**src/rtl/fft_butterfly_r2.sv**
```systemverilog
// Pipelined radix-2 DIT butterfly: X = A + W*B, Y = A - W*B on complex fixed-point samples.
// Three register stages behind a single global stall; final add/sub runs on 32-bit CLAs.

module cla32 (
    input  logic [31:0] a,
    input  logic [31:0] b,
    input  logic        cin,
    output logic [31:0] sum,
    output logic        cout
);
    logic [31:0] g;
    logic [31:0] p;
    logic [32:0] c;
    logic [7:0]  gg;
    logic [7:0]  gp;

    assign g = a & b;
    assign p = a ^ b;

    // 4-bit lookahead groups; group carries chain through group generate/propagate
    always_comb begin
        c     = '0;
        gg    = '0;
        gp    = '0;
        c[0]  = cin;
        for (int j = 0; j < 8; j++) begin
            gg[j] = g[4*j+3]
                  | (p[4*j+3] & g[4*j+2])
                  | (p[4*j+3] & p[4*j+2] & g[4*j+1])
                  | (p[4*j+3] & p[4*j+2] & p[4*j+1] & g[4*j]);
            gp[j] = &p[4*j +: 4];
            c[4*j+1] = g[4*j] | (p[4*j] & c[4*j]);
            c[4*j+2] = g[4*j+1] | (p[4*j+1] & g[4*j]) | (p[4*j+1] & p[4*j] & c[4*j]);
            c[4*j+3] = g[4*j+2] | (p[4*j+2] & g[4*j+1]) | (p[4*j+2] & p[4*j+1] & g[4*j])
                     | (p[4*j+2] & p[4*j+1] & p[4*j] & c[4*j]);
            c[4*j+4] = gg[j] | (gp[j] & c[4*j]);
        end
    end

    assign sum  = p ^ c[31:0];
    assign cout = c[32];
endmodule

module fft_butterfly_r2 #(
    parameter int DW = 16,
    parameter int TW = 16,
    parameter int OW = DW + 2
) (
    input  logic                 clk,
    input  logic                 rst_n,
    input  logic                 in_valid,
    output logic                 in_ready,
    input  logic signed [DW-1:0] a_re,
    input  logic signed [DW-1:0] a_im,
    input  logic signed [DW-1:0] b_re,
    input  logic signed [DW-1:0] b_im,
    input  logic signed [TW-1:0] w_re,
    input  logic signed [TW-1:0] w_im,
    input  logic                 in_last,
    output logic                 out_valid,
    input  logic                 out_ready,
    output logic signed [OW-1:0] x_re,
    output logic signed [OW-1:0] x_im,
    output logic signed [OW-1:0] y_re,
    output logic signed [OW-1:0] y_im,
    output logic                 out_last,
    output logic [15:0]          bfly_cnt
);
    localparam int PW = DW + TW;
    localparam int RW = DW + 2;
    localparam logic signed [PW:0] RND = (PW+1)'(1) << (TW - 2);

    function automatic logic signed [RW-1:0] round_half_up(input logic signed [PW:0] v);
        logic signed [PW:0] t;
        t = v + RND;
        return t[PW:TW-1];
    endfunction

    function automatic logic signed [31:0] sext_a(input logic signed [DW-1:0] v);
        return 32'(v);
    endfunction

    function automatic logic signed [31:0] sext_p(input logic signed [RW-1:0] v);
        return 32'(v);
    endfunction

    logic en;
    logic vld_p1, last_p1, vld_p2, last_p2;
    logic signed [DW-1:0] a_re_p1, a_im_p1, b_re_p1, b_im_p1;
    logic signed [TW-1:0] w_re_p1, w_im_p1;
    logic signed [PW-1:0] prod_rr, prod_ii, prod_ri, prod_ir;
    logic signed [PW:0]   p_re, p_im;
    logic signed [31:0]   a_re_p2, a_im_p2, pr_re_p2, pr_im_p2;
    logic [31:0] x_re_sum, x_im_sum, y_re_sum, y_im_sum;
    logic        x_re_co, x_im_co, y_re_co, y_im_co;
    logic        unused_bits;

    assign en       = ~out_valid | out_ready;
    assign in_ready = en;

    always_ff @(posedge clk) begin
        if (!rst_n) begin
            vld_p1    <= 1'b0;
            last_p1   <= 1'b0;
            vld_p2    <= 1'b0;
            last_p2   <= 1'b0;
            out_valid <= 1'b0;
            out_last  <= 1'b0;
        end else if (en) begin
            vld_p1    <= in_valid;
            last_p1   <= in_valid & in_last;
            vld_p2    <= vld_p1;
            last_p2   <= last_p1;
            out_valid <= vld_p2;
            out_last  <= last_p2;
        end
    end

    // Stage 1: capture operands
    always_ff @(posedge clk) begin
        if (en) begin
            a_re_p1 <= a_re;
            a_im_p1 <= a_im;
            b_re_p1 <= b_re;
            b_im_p1 <= b_im;
            w_re_p1 <= w_re;
            w_im_p1 <= w_im;
        end
    end

    assign prod_rr = PW'(b_re_p1) * PW'(w_re_p1);
    assign prod_ii = PW'(b_im_p1) * PW'(w_im_p1);
    assign prod_ri = PW'(b_re_p1) * PW'(w_im_p1);
    assign prod_ir = PW'(b_im_p1) * PW'(w_re_p1);
    assign p_re    = (PW+1)'(prod_rr) - (PW+1)'(prod_ii);
    assign p_im    = (PW+1)'(prod_ri) + (PW+1)'(prod_ir);

    // Stage 2: rounded W*B and A, widened to the adder width
    always_ff @(posedge clk) begin
        if (en) begin
            a_re_p2  <= sext_a(a_re_p1);
            a_im_p2  <= sext_a(a_im_p1);
            pr_re_p2 <= sext_p(round_half_up(p_re));
            pr_im_p2 <= sext_p(round_half_up(p_im));
        end
    end

    cla32 u_x_re (.a(a_re_p2), .b(pr_re_p2),  .cin(1'b0), .sum(x_re_sum), .cout(x_re_co));
    cla32 u_x_im (.a(a_im_p2), .b(pr_im_p2),  .cin(1'b0), .sum(x_im_sum), .cout(x_im_co));
    cla32 u_y_re (.a(a_re_p2), .b(~pr_re_p2), .cin(1'b1), .sum(y_re_sum), .cout(y_re_co));
    cla32 u_y_im (.a(a_im_p2), .b(~pr_im_p2), .cin(1'b1), .sum(y_im_sum), .cout(y_im_co));

    // Results fit in OW bits, so carries and upper sum bits carry no information
    assign unused_bits = ^{x_re_co, x_im_co, y_re_co, y_im_co,
                           x_re_sum[31:OW], x_im_sum[31:OW], y_re_sum[31:OW], y_im_sum[31:OW]};

    // Stage 3: output register
    always_ff @(posedge clk) begin
        if (!rst_n) begin
            x_re <= '0;
            x_im <= '0;
            y_re <= '0;
            y_im <= '0;
        end else if (en) begin
            x_re <= x_re_sum[OW-1:0];
            x_im <= x_im_sum[OW-1:0];
            y_re <= y_re_sum[OW-1:0];
            y_im <= y_im_sum[OW-1:0];
        end
    end

    always_ff @(posedge clk) begin
        if (!rst_n) begin
            bfly_cnt <= '0;
        end else if (out_valid && out_ready) begin
            bfly_cnt <= out_last ? 16'd0 : bfly_cnt + 16'd1;
        end
    end
endmodule

```
**config.mk**
```make
export PLATFORM = sky130hd
export DESIGN_NAME = fft_butterfly_r2
export DESIGN_NICKNAME = d
export VERILOG_FILES = /design/src/rtl/fft_butterfly_r2.sv
export SDC_FILE = /design/constraint.sdc
export NUM_CORES = 2
export LEC_CHECK = 0
export ABC_AREA = 0
export BUFFER_PORTS_ARGS = -buffer_cell sky130_fd_sc_hd__buf_4
export CAP_MARGIN = 20
export CORE_MARGIN = 2
export CORE_UTILIZATION = 37
export CTS_CLUSTER_SIZE = 8
export DETAILED_ROUTE_END_ITERATION = 6
export SYNTH_ARGS = -nofsm -noshare
export SYNTH_HDL_FRONTEND = slang
export SYNTH_SLANG_ARGS = --single-unit
```
**constraint.sdc**
```tcl
create_clock -name clk -period 11.4 [get_ports clk]
set_input_delay 2.85 -clock clk [delete_from_list [all_inputs] [get_ports clk]]
set_output_delay 2.85 -clock clk [all_outputs]
set_load 0.01 [all_outputs]
```
==> flow_metrics.tcl <==
set metrics [dict create \
    postCtsResizedCells 0 \
    antenna_found_initial 7 \
    chipWidth_um 372.6 \
    die-area_um2 138800 \
    row_count 135 \
    crit_top_cell "fa_1" \
    hold_class "flip-flop to flip-flop" \
    syn_area_per_cell_um2 9.914 \
    cts_buffers 40 \
    grt_pass1_wl_mm 208.3 \
    drtPass1Iterations 5 \
    hold_viol_final 0 \
    core_area_um2 135100 \
    ys_seq_elements 256 \
    setup_tns_ns 0 \
    synth.distinct_cells 62 \
    startpoint "w_im_p1[0]" \
    fin_crit_sh 0.7576 \
    dp_hpwl_mm 99.41 \
    grt_max_degree 86 \
    drc 0 \
    synthArstFlopShare 0 \
    antennaDiodeCount 0 \
    vias 33150 \
    wire_per_inst_um 18.38 \
    io_pins 192 \
    insertion_delay_ns 0.63 \
    num-nets-final 6805 \
    layout-drive-gt1-share 0.06454 \
    slowest_stage "edfxtp_1" \
    grt-ovfl-total 0 \
    first_global_vias 36570 \
    synthSimpleGateAreaFrac 0.1266 \
    start_util 0.3720 \
    synth_xor_area_frac 0.02265 \
    cts_setup_buffers 0 \
    gp_congestion 0.8473 \
    syn-num-nets 6729 \
    cts_sinks 256 \
    yosysTopAreaCell "fa_1" \
    synthFlopType "edfxtp_1" \
    cp_max_fo 19 \
    finalSetupViolations 0 \
    rsz0062_at_grt "false" \
    cp.arrival_ns 9.00 \
    reg2reg_from "w_im_p1[0]" \
    finalCriticalPeriod_ns 8.636 \
    cts_hold_buf 0 \
    drtAntennaViolNets 0 \
    portBuffers 191 \
    fin_worst_skew_ns 0.02942 \
    h-tree-depth 2 \
    critPathRequiredTime_ns 11.77 \
    root_buffer "clkbuf_16" \
    drt-total-wl_mm 127.8 \
    drt_iter0_drc 1583 \
    clk_pin_slew_ns 0.06 \
    die_h_um 372.6 \
    cp_slowest_stage_delay_ns 0.65 \
    syn-cell-area_um2 50270 \
    synth_fa_ha_area_frac 0.5654 \
    worstSetupPathType "flip-flop to flip-flop" \
    clock_path_buffers 3 \
    drv_cap 0 \
    synth_warnings 0 \
    tightest_slew_ns 1.019 \
    fmax_mhz 115.8 \
    area_growth_pct 9.166 \
    grt_use_total 0.1929 \
    synth_top_family_by_area "adder cells" \
    cp-end-kind "flip-flop" \
    maxSlewHeadroom 0.3209 \
    synthMuxAreaShare 0.0001991 \
    synth.area.top_cells "fa_1 (47%), inv_1 (10%), edfxtp_1 (9.8%)" \
    slew_viol_final 0 \
    vias_per_cell 4.765 \
    nFillCells 13400 \
    cp-start-kind "flip-flop" \
    cts_tree "built" \
    synth-compound-area-share 0.03196 \
    yosys.area.top_type_share 0.4743 \
    ys_seq_area_frac 0.1346 \
    holdCritStartpoint "a_im_p1[5]" \
    netlist_instances 5071 \
    status "complete, no violations" \
    synth-edff-count 164 \
]
==> path summary, 6_finish.rpt <==
path             endpoint  slack [ns]  cells past startpoint
max          pr_re_p2[12]        2.76                     26
min reg2reg    a_im_p2[5]        0.41                      0
max reg2reg  pr_re_p2[12]        2.76                     26
min            a_im_p2[5]        0.41                      0
==> synthesized netlist by cell type, types with 4 or more instances <==
cell type  instances
a21o_1            25
nand2b_1          35
or2_2              8
nand2_1          619
dfxtp_1           92
buf_1              5
xor2_1            30
a211oi_1          26
o21bai_1          15
o21a_1             6
nand3_1           17
a211o_1            4
and3_1             6
fa_1            1191
nor3_1            17
nor2b_1           34
nand4_1           12
nor3b_1            4
a21oi_1           97
and2_1           455
nor2_1            78
clkbuf_1         219
o31ai_1            4
edfxtp_1         164
o21ai_0           24
inv_1           1359
ha_1             366
or3_1             10
xnor2_1          100
==> state kept, by name, summed over array words and instances (netlist names), 16 cells and up <==
register	cells
x_im	18
pr_re_p2	18
b_im_p1	16
a_re_p1	16
y_im	17
pr_im_p2	18
w_re_p1	16
b_re_p1	16
bfly_cnt	16
w_im_p1	16
a_im_p1	16
a_im_p2	16
y_re	17
x_re	18
a_re_p2	16
==> worst max-delay path: cells and delay by family, from the launching register on <==
kind	cells	cell delay [ns]
and+or+nand+nor	1	0.26
xor gates and xnor gates	1	0.14
DFF	1	0.65
adders and majority gates	9	4.10
buffers and inverters	7	1.38
AOI/OAI and AO/OA	8	1.78
==> metrics by stage <==
| step | std cells | utilization | area (um2) | worst slack [ns] | hold WS, ns |
|---|---|---|---|---|---|
| floorplan | 5071 | - | 50270 | 0.5595 | 0.4003 |
| global placement | 6884 | 0.3966 | 53600 | 2.904 | 0.4018 |
| detailed placement | 6885 | 0.3968 | 53620 | 2.758 | 0.4056 |
| CTS | 6955 | 0.4059 | 54850 | 2.759 | 0.4057 |
| global route | 6956 | 0.4061 | 54880 | 2.249 | 0.4254 |
| finish | 6956 | 0.4061 | 54880 | 2.764 | 0.4096 |
==> kinds of logic after synthesis <==
group	count (synthesis)
multiplexers	1
XOR/XNOR	130
AND/OR/NAND/NOR	1301
flip-flops	256
buffers and inverters	1587
adder cells (fa/ha/maj)	1557
AO/OA/AOI/OAI	239
==> area by class of cell <==
type	count	area [um2]	share of cell area
clock inverters	9	146.4	0.002667
inverters	1361	5116	0.09322
clock buffers	61	1090	0.01986
well taps	1781	2228	0.04060
repair buffers	260	1984	0.03616
flip-flops and latches	256	6766	0.1233
multi-input cells	3228	37550	0.6842
==> cells in the final DEF, fill, tap and decap left out, drive strengths merged, types with 6 or more instances in the layout <==
cell | synthesis | layout
inv | 1361 | 1362
fa | 1191 | 1191
nand2 | 619 | 619
and2 | 455 | 455
ha | 366 | 366
buf | 7 | 260
edfxtp | 164 | 164
xnor2 | 100 | 100
a21oi | 98 | 98
dfxtp | 92 | 92
nor2 | 78 | 78
clkbuf | 219 | 61
nand2b | 35 | 35
nor2b | 34 | 34
xor2 | 30 | 30
o21ai | 27 | 27
a211oi | 26 | 26
a21o | 25 | 25
nor3 | 17 | 17
nand3 | 17 | 17
o21bai | 15 | 15
nand4 | 12 | 12
or3 | 10 | 10
or2 | 8 | 8
and3 | 6 | 6
o21a | 6 | 6
==> layer usage <==
metal / share of wire / track usage / up-vias
met3: 0.051 / 0.02594 / 150
met2: 0.47 / 0.3141 / 835
met5: 0.00010 / 0 / -
met1: 0.46 / 0.2730 / 17390
li1: - / - / 14770
met4: 0.025 / 0.04525 / 2
Power is not shown: default switching activity piles up to over one toggle a cycle in this logic, so the estimate is an artifact.
